**src/rtl/cache_pkg.sv**
```systemverilog
// rtl/cache_pkg.sv - shared constants and types for the eviction write-buffer drain path
package cache_pkg;

    localparam int LINE_ADDR_W = 27;
    localparam int LINE_W      = 256;
    localparam int WORD_W      = 32;
    localparam int BEATS       = LINE_W / WORD_W;
    localparam int OFFSET_W    = 5;
    localparam int BEAT_W      = $clog2(BEATS);

    typedef enum logic [1:0] {
        IDLE  = 2'd0,
        BURST = 2'd1,
        DONE  = 2'd2
    } drain_state_t;

    typedef logic [BEAT_W-1:0] beat_t;

    // Byte address of one beat: line address, beat index, then word-aligned zero bits.
    function automatic logic [LINE_ADDR_W+OFFSET_W-1:0] beat_byte_addr(
        input logic [LINE_ADDR_W-1:0] line_addr,
        input beat_t                  beat
    );
        return {line_addr, beat, {(OFFSET_W-BEAT_W){1'b0}}};
    endfunction

endpackage

```
**src/rtl/wb_drain_ctrl.sv**
```systemverilog
// rtl/wb_drain_ctrl.sv - pops dirty lines from the write buffer and bursts them to memory
module wb_drain_ctrl
    import cache_pkg::*;
(
    input  logic                   clock,
    input  logic                   reset,
    input  logic                   wb_valid,
    input  logic [LINE_ADDR_W-1:0] wb_addr,
    input  logic [LINE_W-1:0]      wb_data,
    output logic                   wb_pop,
    output logic                   mem_req,
    output logic                   mem_we,
    output logic [31:0]            mem_addr,
    output logic [WORD_W-1:0]      mem_wdata,
    input  logic                   mem_ready,
    input  logic [LINE_ADDR_W-1:0] chk_addr,
    output logic                   chk_hit,
    output logic                   busy,
    output logic                   line_done
);

    drain_state_t           state_q, state_d;
    beat_t                  beat_q, beat_d;
    logic [LINE_ADDR_W-1:0] line_addr_q, line_addr_d;
    logic [LINE_W-1:0]      line_data_q, line_data_d;

    always_comb begin
        state_d     = state_q;
        beat_d      = beat_q;
        line_addr_d = line_addr_q;
        line_data_d = line_data_q;
        wb_pop      = 1'b0;

        case (state_q)
            IDLE: begin
                // The pop is the only point where the head entry is captured.
                wb_pop = wb_valid && !reset;
                if (wb_valid) begin
                    line_addr_d = wb_addr;
                    line_data_d = wb_data;
                    beat_d      = '0;
                    state_d     = BURST;
                end
            end
            BURST: begin
                if (mem_ready) begin
                    beat_d = beat_q + 1'b1;
                    if (beat_q == beat_t'(BEATS - 1)) begin
                        state_d = DONE;
                    end
                end
            end
            DONE: begin
                state_d = IDLE;
            end
            default: begin
                state_d = IDLE;
            end
        endcase
    end

    always_comb begin
        mem_req   = (state_q == BURST);
        mem_we    = mem_req;
        busy      = (state_q != IDLE);
        line_done = (state_q == DONE);
        chk_hit   = busy && (chk_addr == line_addr_q);
        mem_addr  = beat_byte_addr(line_addr_q, beat_q);
        mem_wdata = line_data_q[beat_q*WORD_W +: WORD_W];
    end

    always_ff @(posedge clock) begin
        if (reset) begin
            state_q     <= IDLE;
            beat_q      <= '0;
            line_addr_q <= '0;
            line_data_q <= '0;
        end else begin
            state_q     <= state_d;
            beat_q      <= beat_d;
            line_addr_q <= line_addr_d;
            line_data_q <= line_data_d;
        end
    end

endmodule

```
**config.mk**
```make
export PLATFORM = sky130hd
export DESIGN_NAME = wb_drain_ctrl
export DESIGN_NICKNAME = d
export VERILOG_FILES = /design/src/rtl/cache_pkg.sv /design/src/rtl/wb_drain_ctrl.sv
export SDC_FILE = /design/constraint.sdc
export NUM_CORES = 1
export LEC_CHECK = 0
export ABC_AREA = 1
export CORE_ASPECT_RATIO = 0.5
export CORE_MARGIN = 4
export CORE_UTILIZATION = 35
export CTS_CLUSTER_SIZE = 28
export DETAILED_ROUTE_END_ITERATION = 7
export DONT_BUFFER_PORTS = 1
export PLACE_DENSITY = 0.47
export SYNTH_ARGS = -nofsm -noshare
export SYNTH_HDL_FRONTEND = slang
export SYNTH_SLANG_ARGS = --single-unit
```
**constraint.sdc**
```tcl
create_clock -name clock -period 3.8 [get_ports clock]
set_clock_uncertainty 0.05 [all_clocks]
set_input_delay 0.95 -clock clock [delete_from_list [all_inputs] [get_ports clock]]
set_output_delay 0.95 -clock clock [all_outputs]
set_load 0.1 [all_outputs]
```
==> Word-level counts from Yosys, hierarchy flattened <==
Cells that the tools add are included.
{ "word_totals": {"reg_bits": 288, "in_bits": 314, "out_inout_bits": 70, "elab_cells": 30} }
{ "op_classes": {"addsub": 1, "n_eq_ne": 7, "shift": 1, "mux": 8, "reduce_logical": 9} }
{ "op_table": {"columns": ["cell", "count"], "rows": [
  ["$shiftx 256x9->32", 1],
  ["$eq 27x27->1", 1],
  ["$mux 2", 3],
  ["$mux 3", 2],
  ["$pmux 3 s2", 1],
  ["$reduce_and 3->1", 2],
  ["$ne 2x1->1 const B", 2],
  ["$pmux 2 s2", 1],
  ["$reduce_bool 2->1", 2],
  ["$add 3x1->3 const B", 1],
  ["$eq 3x3->1 const B", 1],
  ["$eq 2x1->1 const B", 1],
  ["$eq 2x2->1 const B", 1],
  ["$logic_and 1x1->1", 2],
  ["$logic_not 2->1", 1],
  ["$ne 2x2->1 const B", 1],
  ["$reduce_and 2->1", 1],
  ["$logic_not 1->1", 1],
  ["$mux 1", 1]
]} }

==> Depth between registers and ports, before layout <==
{ "logic_depth": {"word_depth": 4, "mapped_depth": 9} }

==> Worst setup path before layout <==
No wires, ideal clock.
{ "synth_path": {"path_type": "reg-to-output", "startpoint": "register line_addr_q[7]", "endpoint": "output chk_hit", "t_arrival_ns": 2.740, "required_ns": 2.800, "setup_slack_ns": 0.060, "path_stages_with_launch": 9, "n_path_buf": 0, "path_cell_list": "dfxtp_1 -> inv_1 -> nand2_1 -> nand2_1 -> nor2_1 -> nand2_1 -> nor2_1 -> nand2_1 -> nor2_1"} }
{ "synth_between": {"elab_chain_len": 2} }
{ "synth_lines": {"columns": ["item", "line", "rtl"], "rows": [
  ["from (decl)", "wb_drain_ctrl.sv:24", "logic [LINE_ADDR_W-1:0] line_addr_q, line_addr_d;"],
  ["from (signal assigned)", "wb_drain_ctrl.sv:81", "line_addr_q <= line_addr_d;"],
  ["$eq 27x27->1", "wb_drain_ctrl.sv:67", "chk_hit = busy && (chk_addr == line_addr_q);"],
  ["$logic_and 1x1->1", "wb_drain_ctrl.sv:67", null],
  ["to (decl)", "wb_drain_ctrl.sv:17", "output logic chk_hit,"]
]} }
Every way passes these cells.

==> Worst setup path in the final report <==
{ "layout_path": {"startpoint": "register beat_q[0]", "endpoint": "output mem_wdata[11]"} }
{ "layout_between": {"elab_chain_len": 1} }
{ "layout_lines": {"columns": ["item", "line", "rtl"], "rows": [
  ["from (decl)", "wb_drain_ctrl.sv:23", "beat_t beat_q, beat_d;"],
  ["from (signal assigned)", "wb_drain_ctrl.sv:80", "beat_q <= beat_d;"],
  ["$shiftx 256x9->32", "wb_drain_ctrl.sv:69", "mem_wdata = line_data_q[beat_q*WORD_W +: WORD_W];"],
  ["to (decl)", "wb_drain_ctrl.sv:14", "output logic [WORD_W-1:0] mem_wdata,"]
]} }
Every way passes these cells.

==> results.md <==
* Peak VDD IR at ~0.26 mV
* Clk sinks at between 200 and 300
* Clock root buffer: clkbuf_16
* Final setup TNS at 0 ns
* Top-count cell post-synth: nor2_1
* All-Layer GR Usage at between 20% and 30%
* Cell depth of the worst setup path at 7
* Crit share post-route at 94.3%
* Via count at ~12,000
* Finished Core Util at about two fifths
* Layout Nets at around 2,200
* R2R cell count at 5
* Pleak at around 6.2 nW
* Initial antenna violation count at 7
* Largest family of logic cells by synthesized area: simple AND/OR/NAND/NOR gates
* Netlist cell types at 23
* Remaining global-route overflow at 0
* Io pins at between 300 and 400
* Post-synth EDFFs at 0
* CTS buffer count at 29
* Post-synthesis register bit count at 288
* Clock-pin slew of the registers on the worst-case setup and hold paths at approximately 0.070 ns
* Critical path class: flip-flop to output pin
* CTS Buffer Depth at 3
* DRT Pass-1 Iters at 5
* CP max-delay cell: dfxtp_4
* Post-Synth XOR/XNOR Area at less than 1%
* Max-slew violations at 0
* Synth top area share at around 45%
* Largest cells by area after synthesis: dfxtp_1 45%, nor2_1 21%, o21ai_0 14%
* Die width at between 200 and 300 µm
* Fraction of registers with async set/reset at 0%
* Worst path cell trace: inv_4 -> buf_12 -> nor2_1 -> o21ai_1 -> nand2_1 -> nand2_1 -> buf_4
* Main synth FF type: dfxtp_1
* Cell count after synthesis at between 1,500 and 2,000
* Input/output buffers at 0
* CTS tree: done
* Layout area overhead at 12.1%
* Final HPWL from detailed placement at approximately 30,000 µm
* H-tree levels at 1
* Pwr/cell area at approximately 570 nW/µm²
* Slew headroom at roughly 37%
* Hold path depth at 1
* Synth Area in Simple Gates at 26.9%
* Ratio of cells with drive above 1 in the final layout at between 7 and 8%
* Row Count at a little under 50
* CP most frequent cell: nand2_1
* Worst-Margin Slew at between 0.9 and 1 ns
* Die area at 40,300 µm²
* Post-route minimum period at 3.58 ns
* Netlist Area Pre-Place at roughly 13,000 µm²
* Global placement routability congestion at roughly 0.8
* Max-Cap Viols at 0
* CP max FO at 73
* Yosys warnings at 0
* Setup violators final at 0
* Largest delay share family, worst path: buffers and inverters
* CP arrival at 2.58 ns
* Buf/Inv on CP at 3
* Startpoint types: flip-flop
* Die Y at about 140 µm
* DR DRC count at 0
* Worst Path Required at 2.80 ns
* Total power at just over 0.008 W
* Commonest cells post-synth: 729 x nor2_1, 350 x o21ai_0, 288 x dfxtp_1, 183 x nand2_1, 128 x o21ai_1
* Syn_area_per_cell at ~6.7 µm²
* Vias in the first global route at 11,000
* Sequential fraction of the synthesis area at between 40% and 50%
* Yosys top cell by area: dfxtp_1
* Iteration-0 DRC Markers at around 1,000
* Clock Latency Late Sink at 0.56 ns
* Wire length per cell at 18.4 µm
* Unrepaired setup endpoints after global routing: no
* CP endpoint kind: output pin
* Starting Density at 35.8%
* Core Region at 36,200 µm²
* CTS resizes at 0
* First-pass GRT wire length at around 66,000 µm
* Status: finished, final reports clean
* WL final at roughly 44,000 µm
* Hold_buf cts at 0
* Total setup buffers inserted after CTS at 0
* Final hold vios at 0
* Max stage delay on crit path at between 0.4 and 0.5 ns
* Highest Clock Rate at ~280 MHz
* Largest net degree at the start of global routing at 200
* Compound-Gate Fraction of Synth Area at 19.6%
* Post-synthesis mux area share at 0%
* Post-route ant nets at 0
* Adder-cell share of the synthesized area at 0.193%
* Average vias per placed instance at 4.89
* Hold WC Path Type: input pin to flip-flop
-- power breakdown --
group	switching, W	total (W)	internal, W
logic	0.00124	0.00164	0.000401
registers	0.000145	0.00342	0.00327
clock network	0.00130	0.00322	0.00191
total	0.00269	0.00828	0.00559
-- registers in the layout (all words and copies together) (netlist names) --
signal,count
state_q,2
line_addr_q,27
beat_q,3
line_data_q,256
-- layout make-up --
cell class                      count  area, µm²
Timing Repair Buffer               81        728
Tap cell                          484        606
Inverter                           63        251
Clock inverter                     17        249
Clock buffer                       37        807
Sequential cell                   288       5770
Fill cell                        3937      21700
Antenna cell                        8       20.0
Multi-Input combinational cell   1430       6060
-- stage by stage --
step	hold WS (ns)	cells	area [µm²]	worst slack, ns
after floorplan	0.399	1926	12900	0.0602
after global placement	0.408	2346	13400	0.831
after detailed placement	0.416	2346	13400	0.825
after CTS	0.360	2400	14500	0.197
after global routing	0.368	2407	14500	0.0201
final	0.395	2408	14500	0.216
-- cells by family (layout without fill, tap and decap cells) --
kind of cell    count (synthesis)  after routing
fa+ha+maj                       2              2
other cells                     1             10
flops                         288            288
simple gates                  918            918
buf+inv                       208            198
xor+xnor                        1              1
compound gates                507            507
-- final timing paths --
| check | start | end | slack (ns) |
|---|---|---|---|
| min reg2reg | line_data_q[182] | line_data_q[182] | 0.43 |
| max | beat_q[0] | mem_wdata[11] | 0.22 |
| min | reset | beat_q[1] | 0.39 |
| max reg2reg | state_q[0] | line_data_q[89] | 1.87 |
-- placed cells by master, fill, tap and decap left out, types with 2 or more instances in the layout --
cell,instances
a21oi_1,29
buf_12,8
buf_4,72
bufinv_16,6
clkbuf_1,4
clkbuf_16,30
clkbuf_8,3
clkinv_2,6
clkinvlp_4,4
conb_1,2
dfxtp_1,285
dfxtp_4,2
diode_2,8
ha_1,2
inv_1,59
inv_6,2
nand2_1,183
nand3_1,3
nor2_1,726
nor2_2,3
o21ai_0,350
o21ai_1,128
-- layer usage --
layer  routed length [µm]  global-route usage (%)  vias to the layer above
li1                     -                       -                     6092
met1                21100                    29.5                     5386
met2                20100                    33.5                      255
met3                 2350                    4.09                       46
met4                  664                    4.13                        0
met5                    0                       0                        -
Power figures use the tool's default switching activity.
